File: config.mk
export PLATFORM = sky130hd
export DESIGN_NAME = memory_address_sequencer
export DESIGN_NICKNAME = d
export VERILOG_FILES = /design/src/rtl/memory_address_sequencer.sv
export SDC_FILE = /design/constraint.sdc
export NUM_CORES = 1
export LEC_CHECK = 0
export ABC_CLOCK_PERIOD_IN_PS = 2100
export CORE_ASPECT_RATIO = 0.5
export CORE_MARGIN = 2
export CORE_UTILIZATION = 43
export DETAILED_ROUTE_END_ITERATION = 12
export PLACE_DENSITY = 0.84
export SLEW_MARGIN = 20
export SYNTH_ARGS = -nofsm -noshare
export SYNTH_HDL_FRONTEND = slang
export SYNTH_SLANG_ARGS = --single-unit
File: constraint.sdc
create_clock -name clk -period 2.1 [get_ports clk]
set_input_delay 0.21 -clock clk [delete_from_list [all_inputs] [get_ports clk]]
set_output_delay 0.21 -clock clk [all_outputs]
set_load 0.1 [all_outputs]
File: src/rtl/memory_address_sequencer.sv
// Burst address generator: holds a base address and emits base, base+STRIDE, ...
// under a valid/ready handshake. Optional ALIGN_CHECK_EN adds align_err for unaligned starts.
module memory_address_sequencer #(
  parameter int ADDR_WIDTH = 32,
  parameter int LEN_WIDTH  = 8,
  parameter int STRIDE     = 4
) (
  input  logic                  clk,
  input  logic                  reset,
  input  logic                  load,
  input  logic [ADDR_WIDTH-1:0] address_in,
  input  logic                  start,
  input  logic [LEN_WIDTH-1:0]  len_in,
  input  logic                  abort,
  input  logic                  addr_ready,
  output logic                  addr_valid,
  output logic [ADDR_WIDTH-1:0] address_out,
  output logic                  last,
  output logic                  busy,
  output logic                  done,
`ifdef ALIGN_CHECK_EN
  output logic                  align_err,
`endif
  output logic                  dbg_state
);

  // Handshake: a beat moves when addr_valid && addr_ready on a rising edge;
  // while addr_ready is low, address_out and last hold; abort overrides both.
  typedef enum logic {IDLE = 1'b0, BURST = 1'b1} state_t;

  localparam logic [ADDR_WIDTH-1:0] STRIDE_W = ADDR_WIDTH'(STRIDE);

  state_t                 state, next_state;
  logic [LEN_WIDTH-1:0]   remaining;
  logic                   start_ok;
  logic                   final_xfer;

`ifdef ALIGN_CHECK_EN
  localparam logic [ADDR_WIDTH-1:0] ALIGN_MASK = ADDR_WIDTH'(STRIDE - 1);
  logic [ADDR_WIDTH-1:0] base;
  logic                  misaligned;

  // With load+start the incoming address is the burst base.
  assign base       = load ? address_in : address_out;
  assign misaligned = |(base & ALIGN_MASK);
  assign start_ok   = start && !misaligned;
`else
  assign start_ok   = start;
`endif

  assign final_xfer = (state == BURST) && !abort && addr_ready && (remaining == '0);

  always_ff @(posedge clk or posedge reset) begin
    if (reset) state <= IDLE;
    else       state <= next_state;
  end

  always_comb begin
    next_state = state;
    case (state)
      IDLE:    if (start_ok) next_state = BURST;
      BURST:   if (abort || final_xfer) next_state = IDLE;
      default: next_state = IDLE;
    endcase
  end

  always_ff @(posedge clk or posedge reset) begin
    if (reset) begin
      address_out <= '0;
      remaining   <= '0;
      done        <= 1'b0;
`ifdef ALIGN_CHECK_EN
      align_err   <= 1'b0;
`endif
    end else begin
      done <= final_xfer;
`ifdef ALIGN_CHECK_EN
      align_err <= (state == IDLE) && start && misaligned;
`endif
      if (state == IDLE) begin
        if (load)     address_out <= address_in;
        if (start_ok) remaining   <= len_in;
      end else if (!abort && addr_ready && (remaining != '0)) begin
        address_out <= address_out + STRIDE_W;
        remaining   <= remaining - LEN_WIDTH'(1);
      end
    end
  end

  always_comb begin
    addr_valid = (state == BURST);
    busy       = (state == BURST);
    last       = (state == BURST) && (remaining == '0);
    dbg_state  = state;
  end

endmodule

Word-level counts from Yosys, hierarchy flattened. Cells that the tools add are included.

Bitwise operators: 1. Eq/ne operators: 1. Multiplexer cells: 9. $add $sub $neg: 2. Reductions and logical operators: 14.

Operators with widths (number): $mux W32 (3); $add A32 B3 Y32 const B (1); $mux W8 (3); $logic_not A8 Y1 (1); $reduce_bool A8 Y1 (1); $sub A8 B1 Y8 const B (1); $logic_and A1 B1 Y1 (6); $reduce_and A2 Y1 (2); $reduce_bool A2 Y1 (2); $mux W1 (2); $ne A2 B1 Y1 const B (1); $pmux W1 S2 (1); $logic_not A1 Y1 (1); $logic_or A1 B1 Y1 (1); $not A1 Y1 (1).

Output and inout bits: 37. Bits of input ports: 46. Logic and storage cells: 31. Flip-flop bits (word level): 42.

Depth between registers and ports, before layout.
Depth in word-level cells: 7. Mapped depth: 10. Depth with buffers taken out: 7.

Worst setup path after synthesis. Ideal clock, no wire load.

Path type: register to output. From: register state, in the netlist addr_valid. To: output last. Data required time: 1.890 ns. Path buffers: 2. Stages on the path, launching flop included: 5. Path slack: -1.798 ns. Arrival: 3.688 ns. Path through: dfrtp_1 > clkbuf_1 > inv_1 > clkbuf_1 > nor3_1.

Longest elaborated chain between the ends: 1.

RTL lines: start, declared (line 33) `state_t state, next_state;`; start signal, assigned (line 55) `else state <= next_state;`; $logic_and A1 B1 Y1 (line 93) `last = (state == BURST) && (remaining == '0);`; end, declared (line 18) `output logic last,`.

No other way between the ends.

Worst setup path after layout.
From: register remaining[0]. To: register address_out[30].

Longest elaborated chain between the ends: 4.

RTL lines: start, declared (line 34) `logic [LEN_WIDTH-1:0] remaining;`; start signal, assigned (line 82) `if (start_ok) remaining <= len_in;`; start signal, assigned (line 85) `remaining <= remaining - LEN_WIDTH'(1);`; $reduce_bool A8 Y1 (line 83) `end else if (!abort && addr_ready && (remaining != '0)) begin`; $logic_and A1 B1 Y1 (line 83); $ne A2 B1 Y1 (no source line); $reduce_and A2 Y1 (no source line); end signal, assigned (line 81) `if (load) address_out <= address_in;`; end signal, assigned (line 84) `address_out <= address_out + STRIDE_W;`; end, declared (line 17) `output logic [ADDR_WIDTH-1:0] address_out,`.

No other way between the ends. A chain may end at the register's enable or synchronous reset.

==> qor.csv <==
stage,metric,value,unit
status,outcome,"finished, final reports clean",
clock_tree,later-pin clock latency in the skew report,0.29,ns
worst_setup_path,flop2flop setup slack,0.009,ns
timing,post-layout min period,2.091,ns
synthesis,area share of and/or/nand/nor cells after synthesis,26.07,%
timing,Slew headroom,63.26,%
synthesis,Syn Std Cell Area,0.002669,mm²
clock_tree,CTS root buffer,clkbuf_16,
place,routability cong.,0.8926,
floorplan,DIE WIDTH,115.4,µm
detailed_routing,Remaining DRCs,0,
floorplan,Die H,59.71,µm
final_layout,multi-input logic area,0.001554,mm²
detailed_routing,WL final,7.865,mm
detailed_routing,Initial DRT Pass Iterations,5,
timing,fin crit share,99.56,%
final_layout,Fillers,465,
clock_tree,Inserted Clock Buffers,5,
place,Final HPWL DP,5.480,mm
clock_tree,Hold Buf Count CTS,0,
synthesis,compound-gate portion of the synthesized area,23.53,%
final_layout,layout cells sized above 1,29.10,%
clock_tree,CTS sink cnt,42,
worst_setup_path,slowest CP cell,dfrtp_1,
worst_setup_path,"delay-heaviest family, CP",compound AO/OA/AOI/OAI gates,
pwr,Sw Ratio,53.06,%
synthesis,Synth warnings,0,
worst_setup_path,crit path max fanout,10,
timing,Fin Setup TNS,0,ns
clock_tree,Clock transition at path regs,0.06,ns
pwr,peak supply drop,0.8770,mV
timing,Clock Skews,0.003364,ns
worst_setup_path,Worst setup SP type,flip-flop,
grt,number of global-route vias before repair,2735,
run,Max Cap Violations,0,
final_layout,post-route cell area,0.003988,mm²
synthesis,post-synthesis sequential area ratio,39.38,%
synthesis,average size of a mapped cell,8.499,µm²
grt,initial antenna violation count,0,
pwr,Internal,2.578,mW
synthesis,XOR/XNOR share of the synthesized area,2.297,%
worst_setup_path,crit-path cells,"inv_2, ha_4, or3b_4, o21ai_4, buf_4, nor4_2, a211o_1, o311a_1",
pwr,PD cells,1377,mW/mm²
final_layout,post-layout util,66.12,%
hold_path,Hold/Removal Path Class,input port to asynchronous set/reset pin,
pwr,Combinational Power Share,55.8,%
grt,global-route wire length before repair,12.78,mm
pwr,overall power,5.493,mW
worst_setup_path,critical path required time,2.27,ns
synthesis,most area-consuming cells after synthesis,"dfrtp_1 (39%), a21oi_1 (5.6%), nand2_1 (3.9%)",
synthesis,post-synthesis mux area share,1.547,%
synthesis,Post-Synth Adder-Cell Area,1.406,%
clock_tree,H-tree depth reported by CTS,2,
pwr,sequential share of power,27.5,%
place,Port Buf Inserts,82,
timing,Slew @ Worst Pin,0.5512,ns
synthesis,"top cells by count, synth","dfrtp_1 (42), a21oi_1 (30), nand2_1 (28), nor2_1 (26), nor3_1 (17)",
grt,GR Util All Layers,23.46,%
worst_setup_path,Buf/Inv on CP,2,
timing,final worst setup slack,0.009221,ns
synthesis,Synth Flop Type,dfrtp_1,
place,pre-CTS worst setup slack,-0.1056,ns
timing,Final Max Tran Viols,0,
timing,fmax,0.4783,GHz
pwr,sw power,2.914,mW
floorplan,Cell Rows,20,
worst_setup_path,Critical Path Max Stage Delay,0.42,ns
worst_setup_path,kind of critical path,flip-flop to flip-flop,
floorplan,die area,0.006891,mm²
clock_tree,clk buf depth,2,
synthesis,post-synth top area cell,dfrtp_1,
final_layout,Sequential Area,0.001105,mm²
synthesis,Synth top area share,39.38,%
floorplan,Initial Util,44.25,%
place,Post-DP Area,0.003695,mm²
synthesis,"count leader, synth",dfrtp_1,
pwr,Clock Power Share,16.7,%
timing,Final Hold Fails,0,
detailed_routing,vias post-DR,2836,
timing,Setup Viol. Count Final,0,
synthesis,largest family of logic cells by synthesized area,simple AND/OR/NAND/NOR gates,
synthesis,Unique masters post-synth,57,
grt,largest net degree at the start of global routing,43,
clock_tree,CTS tree,built,
detailed_routing,initial DRC count,197,
synthesis,"flops & latches, synth",42,
synthesis,Synth Instances,314,
final_layout,nets@finish,457,
detailed_routing,DR WL/cell,15.82,µm
final_layout,Layout area overhead,49.41,%
detailed_routing,Routed Antenna Nets,0,
grt,Overflow after GRT,0,
synthesis,Async SR Flop Fraction,100.0,%
worst_setup_path,CP Data Arrival Time,2.26,ns
final_layout,n_diodes,0,
floorplan,Ports,83,
floorplan,Core ar.,0.006031,mm²
timing,RSZ-0062 raised after global routing,true,
detailed_routing,Vias/cell,5.706,
worst_setup_path,CP endpoint kind,flip-flop,
pwr,Static Leak,1.569,nW
synthesis,syn_nets,363,
synthesis,Post-synth EDFFs,0,
power by group through the flow:
stage	Clock [mW]	Combinational [mW]	Sequential (mW)
after floorplan	0	0.849	2.86
after global placement	0	2.92	1.48
after detailed placement	0	2.97	1.50
after CTS	0.920	2.99	1.49
after global routing	0.964	3.22	1.56
final	0.917	3.06	1.51
sequential cells by signal, summed over array words and instances, names as in the netlist:
signal / cells
address_out: 32
done: 1
remaining: 8
addr_valid: 1
cells in the final DEF (no fill, tap or decap), types with 3 or more instances in the layout:
master            n
mux2i_1           3
buf_4            58
nand3_1          14
and4_1            6
a211oi_1          4
dfrtp_4          11
o22a_1            8
a31oi_1           5
clkbuf_16         5
nor2_1           26
nor3_2            4
nor4_1            4
xnor2_1           6
and3_1            5
nor4_2            5
nand4_1           7
nor3_1           13
buf_12            5
a21oi_1          29
a22oi_1           4
o21ai_0          15
inv_1             9
dfrtp_2          10
o22ai_1           8
dfrtp_1          21
clkdlybuf4s50_1  45
nand2_1          28
logic make-up (layout without fill, tap and decap cells):
group / after synthesis / in the layout
XOR/XNOR: 7 / 7
flip-flops: 42 / 42
AO/OA/AOI/OAI: 96 / 96
multiplexers: 4 / 4
adder cells (fa/ha/maj): 3 / 3
buffers and inverters: 33 / 128
AND/OR/NAND/NOR: 129 / 129
worst min-delay path, stage by stage:
cell and delay [ns]:
clkdlybuf4s50_1 0.39, inv_1 0.05, buf_4 0.46
per-stage QoR:
stage,std cells,hold slack [ns]
floorplan,314,0.3154
global placement,482,0.4653
detailed placement,482,0.4827
CTS,494,0.3855
global route,497,0.4349
finish,497,0.3694
metal layers:
layer | vias to the layer above | global-route usage [%] | share of wire [%]
met2 | 86 | 40.10 | 50
met4 | 0 | 6.024 | 0.74
met3 | 6 | 4.260 | 5.1
met1 | 1384 | 31.36 | 44
met5 | - | 0 | 0
li1 | 1360 | - | -
worst paths after layout:
path                                    to           start  cells past startpoint
setup reg to reg           address_out[30]    remaining[0]                      8
max in group asynchronous   address_out[4]           reset                      3
setup / recovery           address_out[30]    remaining[0]                      8
hold reg to reg             address_out[1]  address_out[1]                      2
min in group clk            address_out[1]   address_in[1]                      3
hold / removal                remaining[7]           reset                      3
area by class of cell:
type	count	share of cell area, %
clock inverter	1	0.7531
multi-input combinational	239	38.97
timing repair buffer	110	25.29
inverter	10	0.9413
clock buffer	7	3.577
tap	88	2.761
sequential	42	27.71
repair_timing:
action,CTS,global route
pin swaps,1,4
gates resized for setup,2,12
setup buffers,4,3
endpoints found under the setup margin,19,28
hold endpoints to repair,0,0
Note: power is estimated with default switching activity, not from simulation.
